### src/rtl/dense_mac_seq_if.sv
// Handshake and memory-read bus between dense_mac_seq and its weight/pixel banks.
// master = memory/controller side, slave = the sequencer itself.
interface dense_mac_seq_if #(
    parameter int NC    = 9,
    parameter int ACC_W = 26
);
    logic                      start;
    logic [16*(NC+1)-1:0]      weights_in;
    logic [7:0]                pix1;
    logic [7:0]                pix2;
    logic [9:0]                addr1;
    logic [9:0]                addr2;
    logic                      busy;
    logic                      done;
    logic                      scores_valid;
    logic [(NC+1)*ACC_W-1:0]   scores;
    logic [3:0]                class_idx;

    modport master (
        output start, weights_in, pix1, pix2,
        input  addr1, addr2, busy, done, scores_valid, scores, class_idx
    );

    modport slave (
        input  start, weights_in, pix1, pix2,
        output addr1, addr2, busy, done, scores_valid, scores, class_idx
    );
endinterface

### src/rtl/dense_mac_seq.sv
// Dual-read address sequencer and per-class signed MAC for the dense output layer.
// Define DENSE_MAC_ARGMAX_EN to build the sequential argmax (ARG state) driving class_idx.
module dense_mac_seq #(
    parameter int NC    = 9,
    parameter int DEPTH = 784,
    parameter int ACC_W = 26
) (
    input  logic            clk,
    input  logic            rst,
    dense_mac_seq_if.slave  bus
);
    typedef enum logic [2:0] {IDLE, RUN, DRAIN, ARG, DONE} state_t;

    localparam logic [9:0] LAST_ADDR = 10'(DEPTH - 2);

    state_t state, state_nxt;
    logic   start_acc;
    logic   finish;
    logic   vld_p0;
    logic   vld_p1;

    logic signed [ACC_W-1:0] acc      [NC+1];
    logic signed [17:0]      lane_sum [NC+1];

`ifdef DENSE_MAC_ARGMAX_EN
    logic [3:0]              arg_cnt;
    logic signed [ACC_W-1:0] best;
`endif

    // Two 8s x 9s lane products summed to 18 bits; pixels are zero-extended.
    function automatic logic signed [17:0] pair_sum(
        input logic signed [7:0] w0,
        input logic signed [7:0] w1,
        input logic [7:0]        p0,
        input logic [7:0]        p1
    );
        logic signed [16:0] m0;
        logic signed [16:0] m1;
        m0 = $signed({{9{w0[7]}}, w0}) * $signed({9'd0, p0});
        m1 = $signed({{9{w1[7]}}, w1}) * $signed({9'd0, p1});
        return {m0[16], m0} + {m1[16], m1};
    endfunction

    function automatic logic signed [ACC_W-1:0] sext(input logic signed [17:0] v);
        return {{(ACC_W-18){v[17]}}, v};
    endfunction

    always_comb begin
        for (int c = 0; c <= NC; c++) begin
            lane_sum[c] = pair_sum(bus.weights_in[(2*c)*8 +: 8],
                                   bus.weights_in[(2*c+1)*8 +: 8],
                                   bus.pix1, bus.pix2);
        end
    end

    for (genvar g = 0; g <= NC; g++) begin : g_scores
        assign bus.scores[g*ACC_W +: ACC_W] = acc[g];
    end

    always_ff @(posedge clk or negedge rst) begin
        if (!rst) state <= IDLE;
        else      state <= state_nxt;
    end

    always_comb begin
        state_nxt = state;
        start_acc = 1'b0;
        finish    = 1'b0;
        case (state)
            IDLE: begin
                if (bus.start) begin
                    state_nxt = RUN;
                    start_acc = 1'b1;
                end
            end
            RUN:   if (bus.addr1 == LAST_ADDR) state_nxt = DRAIN;
`ifdef DENSE_MAC_ARGMAX_EN
            DRAIN: state_nxt = ARG;
            ARG:   if (arg_cnt == 4'(NC)) state_nxt = DONE;
`else
            DRAIN: state_nxt = DONE;
`endif
            DONE: begin
                state_nxt = IDLE;
                finish    = 1'b1;
            end
            default: state_nxt = IDLE;
        endcase
    end

    // p0: address pair on the bus; p1: matching read data on weights_in/pix*.
    always_ff @(posedge clk or negedge rst) begin
        if (!rst) begin
            bus.addr1        <= '0;
            bus.addr2        <= '0;
            bus.busy         <= 1'b0;
            bus.done         <= 1'b0;
            bus.scores_valid <= 1'b0;
            vld_p0           <= 1'b0;
            vld_p1           <= 1'b0;
            for (int c = 0; c <= NC; c++) acc[c] <= '0;
`ifdef DENSE_MAC_ARGMAX_EN
            bus.class_idx    <= '0;
            arg_cnt          <= '0;
            best             <= '0;
`endif
        end else begin
            bus.done <= 1'b0;
            vld_p1   <= vld_p0;
            if (start_acc) begin
                bus.addr1        <= 10'd0;
                bus.addr2        <= 10'd1;
                bus.busy         <= 1'b1;
                bus.scores_valid <= 1'b0;
                vld_p0           <= 1'b1;
                for (int c = 0; c <= NC; c++) acc[c] <= '0;
`ifdef DENSE_MAC_ARGMAX_EN
                bus.class_idx    <= '0;
`endif
            end else begin
                if (state == RUN) begin
                    if (bus.addr1 == LAST_ADDR) begin
                        bus.addr1 <= '0;
                        bus.addr2 <= '0;
                        vld_p0    <= 1'b0;
                    end else begin
                        bus.addr1 <= bus.addr1 + 10'd2;
                        bus.addr2 <= bus.addr2 + 10'd2;
                    end
                end
                if (vld_p1) begin
                    for (int c = 0; c <= NC; c++) acc[c] <= acc[c] + sext(lane_sum[c]);
                end
`ifdef DENSE_MAC_ARGMAX_EN
                if (state == DRAIN) arg_cnt <= '0;
                // Strictly-greater replace keeps the lowest index on ties.
                if (state == ARG) begin
                    if (arg_cnt == 4'd0 || acc[arg_cnt] > best) begin
                        best          <= acc[arg_cnt];
                        bus.class_idx <= arg_cnt;
                    end
                    arg_cnt <= arg_cnt + 4'd1;
                end
`endif
                if (finish) begin
                    bus.done         <= 1'b1;
                    bus.scores_valid <= 1'b1;
                    bus.busy         <= 1'b0;
                end
            end
        end
    end

`ifndef DENSE_MAC_ARGMAX_EN
    assign bus.class_idx = '0;
`endif
endmodule

### src/flat_wrapper.sv
// flat-port wrapper written by rule: the top's interface ports become plain ports
module dense_mac_seq_flat 
#(
    parameter int NC    = 9,
    parameter int DEPTH = 784,
    parameter int ACC_W = 26
)
  (clk, rst, bus_start, bus_weights_in, bus_pix1, bus_pix2, bus_addr1, bus_addr2, bus_busy, bus_done, bus_scores_valid, bus_scores, bus_class_idx);
  dense_mac_seq_if #(.NC(NC), .ACC_W(ACC_W)) bus_i ();
  input  logic clk;
  input  logic rst;
  input wire logic [$bits(bus_i.start)-1:0] bus_start;
  input wire logic [$bits(bus_i.weights_in)-1:0] bus_weights_in;
  input wire logic [$bits(bus_i.pix1)-1:0] bus_pix1;
  input wire logic [$bits(bus_i.pix2)-1:0] bus_pix2;
  output wire logic [$bits(bus_i.addr1)-1:0] bus_addr1;
  output wire logic [$bits(bus_i.addr2)-1:0] bus_addr2;
  output wire logic [$bits(bus_i.busy)-1:0] bus_busy;
  output wire logic [$bits(bus_i.done)-1:0] bus_done;
  output wire logic [$bits(bus_i.scores_valid)-1:0] bus_scores_valid;
  output wire logic [$bits(bus_i.scores)-1:0] bus_scores;
  output wire logic [$bits(bus_i.class_idx)-1:0] bus_class_idx;
  assign bus_i.start = bus_start;
  assign bus_i.weights_in = bus_weights_in;
  assign bus_i.pix1 = bus_pix1;
  assign bus_i.pix2 = bus_pix2;
  assign bus_addr1 = bus_i.addr1;
  assign bus_addr2 = bus_i.addr2;
  assign bus_busy = bus_i.busy;
  assign bus_done = bus_i.done;
  assign bus_scores_valid = bus_i.scores_valid;
  assign bus_scores = bus_i.scores;
  assign bus_class_idx = bus_i.class_idx;
  dense_mac_seq #(.NC(NC), .DEPTH(DEPTH), .ACC_W(ACC_W)) u_core (.clk(clk), .rst(rst), .bus(bus_i));
endmodule
### config.mk
export PLATFORM = sky130hd
export DESIGN_NAME = dense_mac_seq_flat
export DESIGN_NICKNAME = d
export VERILOG_FILES = /design/src/rtl/dense_mac_seq_if.sv /design/src/rtl/dense_mac_seq.sv /design/src/flat_wrapper.sv
export SDC_FILE = /design/constraint.sdc
export NUM_CORES = 2
export LEC_CHECK = 0
export ABC_AREA = 1
export CELL_PAD_IN_SITES_DETAIL_PLACEMENT = 0
export CELL_PAD_IN_SITES_GLOBAL_PLACEMENT = 1
export CORE_MARGIN = 2
export CORE_UTILIZATION = 46
export CTS_BUF_LIST = sky130_fd_sc_hd__clkbuf_16
export CTS_CLUSTER_DIAMETER = 100
export DETAILED_ROUTE_END_ITERATION = 10
export PLACE_DENSITY_LB_ADDON = 0.1
export SYNTH_ARGS = -nofsm -noshare
export SYNTH_HDL_FRONTEND = slang
export SYNTH_SLANG_ARGS = --single-unit
### constraint.sdc
create_clock -name clk -period 6.1 [get_ports clk]
set_input_delay 0.915 -clock clk [delete_from_list [all_inputs] [get_ports clk]]
set_output_delay 0.915 -clock clk [all_outputs]
set_load 0.01 [all_outputs]
==> flow_metrics.py <==
metrics = {
    "sta": {
        "hold_viol_final": 0,
        "drv_slew": 0,
        "tightest_slew_ns": 1.297,
        "finalCritPeriodShare_pct": 94.79,
        "hold_slack_ns": 0.1720,
        "skew_ns": 0.03322,
        "finalSetupViolations": 0,
        "fmaxAchievable_ghz": 0.1729,
        "maxSlewHeadroom_pct": 13.52,
        "setup_ws_ns": 0.3175,
        "finalCriticalPeriod_ns": 5.782,
        "rsz0062_at_grt": "no",
    },
    "detailed_routing": {
        "drcViolationCount": 0,
        "wl_per_cell_um": 17.24,
        "vias": 65960,
        "ant_nets": 0,
        "drtIter0Drc": 3982,
        "via_per_inst": 4.764,
        "drt-pass1-iter-count": 6,
        "wirelength_um": 238800,
    },
    "critical_path": {
        "reg2reg_slack_ns": 1.17,
        "crit_buf_inv": 6,
        "crit_arrival_ns": 6.36,
        "cp-start-kind": "input port",
        "ff2ff_path_depth": 20,
        "worstReg2RegStart": "u_core.bus.scores[58]",
        "worstPathRequired_ns": 6.68,
        "worstSetupEndpointType": "flip-flop",
        "crit_path_cell_trace": "clkdlybuf4s50_1, nand2_1, inv_1, fa_1, fa_1, inv_1, fa_1, fa_1, inv_1, fa_1, inv_1, fa_1, inv_1, ha_1, nand2_1, nor2_1, nand3_1, nand2_1, nand3_1, nand2_1, nand2_1, nand2_1, o21ai_1",
        "cpPeakStageDelay_ns": 0.76,
        "r2r_end": "u_core.bus.scores[69]",
        "cp_slowest_cell": "clkdlybuf4s50_1",
        "path_max_fanout": 8,
        "crit_type": "input port to flip-flop",
        "crit_family": "adder cells",
    },
    "clock_tree": {
        "hold_buffers": 0,
        "cts.sinks": 286,
        "insertion_delay_ns": 0.70,
        "clk_pin_slew_ns": 0.06,
        "cts_buffers": 51,
        "htree_levels": 2,
        "postCtsSetupRepairBufs": 0,
        "ctsResizeCount": 0,
        "cts_tree": "built",
        "clock-root-buffer": "clkbuf_16",
        "clockBufferDepth": 3,
    },
    "floorplanning": {
        "coreArea_mm2": 0.1667,
        "die_x_um": 413.1,
        "dieHeight_um": 413.1,
        "io_pins": 466,
        "die_area_mm2": 0.1707,
        "initial_core_util_pct": 46.20,
        "rows": 150,
    },
    "yosys": {
        "netlist_top_cells_area": "fa_1 (30%), ha_1 (18%), inv_1 (16%)",
        "netlist.area_leader.share_pct": 30.16,
        "synth_cell_types": 38,
        "synth-async-reset-ratio_pct": 100.0,
        "syn_avg_cell_area_um2": 7.140,
        "synth_enable_flop_cells": 0,
        "muxShareOfSynthArea_pct": 0,
        "netlist_instances": 10780,
        "synth_top_area_cell": "fa_1",
        "yosysSeqAreaShare_pct": 9.295,
        "ys.flop_type": "dfrtp_1",
        "synth_area_mm2": 0.07699,
        "post-synth-top-count-cell": "inv_1",
        "synth-xor-area-share_pct": 0.2503,
        "synth.cells.most_frequent": "inv_1 (3,298), nand2_1 (3,169), fa_1 (1,160), ha_1 (1,082), nor2_1 (484)",
        "synth_simple_gate_area_share_pct": 21.45,
        "ys_warn_count": 0,
        "synth-compound-area-share_pct": 3.047,
        "yosys.area_share.adder_pct": 47.74,
        "synth.ff_latch_count": 286,
        "synth_top_family_by_area": "adder cells",
    },
    "layout": {
        "drive_gt1_share_pct": 6.888,
        "nets": 14010,
        "fill_cells": 16500,
        "final_cells": 13850,
        "syn_to_final_growth_pct": 17.03,
        "fin_area_mm2": 0.09010,
    },
    "place": {
        "gp_congestion": 0.9105,
        "place_area_mm2": 0.08839,
        "dp_cells": 13740,
        "port_buffers": 460,
        "pre_cts_slack_ns": -0.3673,
        "hpwlAfterDp_um": 200300,
    },
    "global_route": {
        "grt_pass1_wl_um": 381600,
        "grt_max_degree": 122,
        "grt_pass1_vias": 68120,
        "grt.total_usage_pct": 28.75,
        "grt_overflow": 0,
        "antenna_found_initial": 34,
    },
    "min_path": {
        "worstHoldPathType": "input port to asynchronous set/reset pin",
    },
    "run": {
        "max-cap-violations": 0,
    },
    "run_status": {
        "status": "complete, no violations",
    },
}
==> stage by stage <==
stage / TNS, ns / util, %
2_1_floorplan: 0 / -
3_3_place_gp: -27.00 / 53.03
3_5_place_dp: -33.33 / 53.03
4_1_cts: 0 / 54.05
5_1_grt: 0 / 54.06
6_report: 0 / 54.06
==> placed cells by master (no fill, tap or decap), types with 4 or more instances in the layout <==
master and instances:
a21oi_1 199, a22o_1 30, a32o_1 13, and2_1 15, buf_12 71, buf_4 577
bufinv_16 6, clkbuf_16 53, clkdlybuf4s50_1 443, clkinv_1 13, clkinv_2 10, clkinv_4 4
conb_1 5, dfrtp_1 286, diode_2 12, fa_1 1160, ha_1 1082, inv_1 3305
inv_6 4, nand2_1 3168, nand3_1 301, nand3b_1 37, nand4_1 53, nor2_1 484
nor3_1 22, o21ai_0 123, o21ai_1 52, o31ai_1 7, or2_2 59, xnor2_1 7
xor2_1 15
==> logic make-up (layout without fill, tap and decap cells) <==
kind of cell | after synthesis | after routing
adders and majority gates | 2242 | 2242
AOI/OAI and AO/OA | 428 | 428
and+or+nand+nor | 4154 | 4154
buffers and inverters | 3651 | 4492
other | 1 | 17
xor gates and xnor gates | 22 | 22
DFF | 286 | 286
==> area by class of cell <==
class | instances | area, um2 | share of cell area [%]
Antenna cell | 12 | 30.03 | 0.03333
Clock buffer | 53 | 1326 | 1.472
Clock inverter | 40 | 359.1 | 0.3985
Inverter | 3307 | 12430 | 13.79
Multi-Input combinational cell | 6851 | 55840 | 61.98
Sequential cell | 286 | 7157 | 7.943
Tap cell | 2204 | 2758 | 3.061
Timing Repair Buffer | 1092 | 10200 | 11.32
==> how the worst max path moves through the flow <==
stage	startpoint	to	depth (start not counted)	slack, ns
finish	bus_weights_in[112]	u_core.bus.scores[199]	23	0.32
global route	bus_weights_in[81]	u_core.bus.scores[150]	23	0.02
CTS	bus_weights_in[81]	u_core.bus.scores[150]	23	0.37
detailed placement	bus_weights_in[81]	u_core.bus.scores[150]	23	-0.37
global placement	bus_weights_in[112]	u_core.bus.scores[199]	23	-0.35
floorplan	bus_pix1[5]	u_core.bus.scores[247]	22	0.36
==> registers in the layout, indices dropped and copies added, names as in the netlist <==
name and count:
u_core.bus.scores_valid 1, u_core.bus.busy 1, u_core.state 3, u_core.bus.addr2 9, u_core.bus.done 1, u_core.vld_p1 1
u_core.vld_p0 1, u_core.bus.addr1 9, u_core.bus.scores 260
==> layer usage <==
metal  GRT usage, %  routed length [um]  up-vias
met5              0                 196        -
met3          3.859               13300      280
met4          8.019                6805       34
met2          46.17              107900     1474
li1               -                   -    32540
met1          40.52              110500    31630
Power is left out: the tool's default activity adds up to more than one toggle a clock period on the data nets, which glitch-free logic cannot reach.
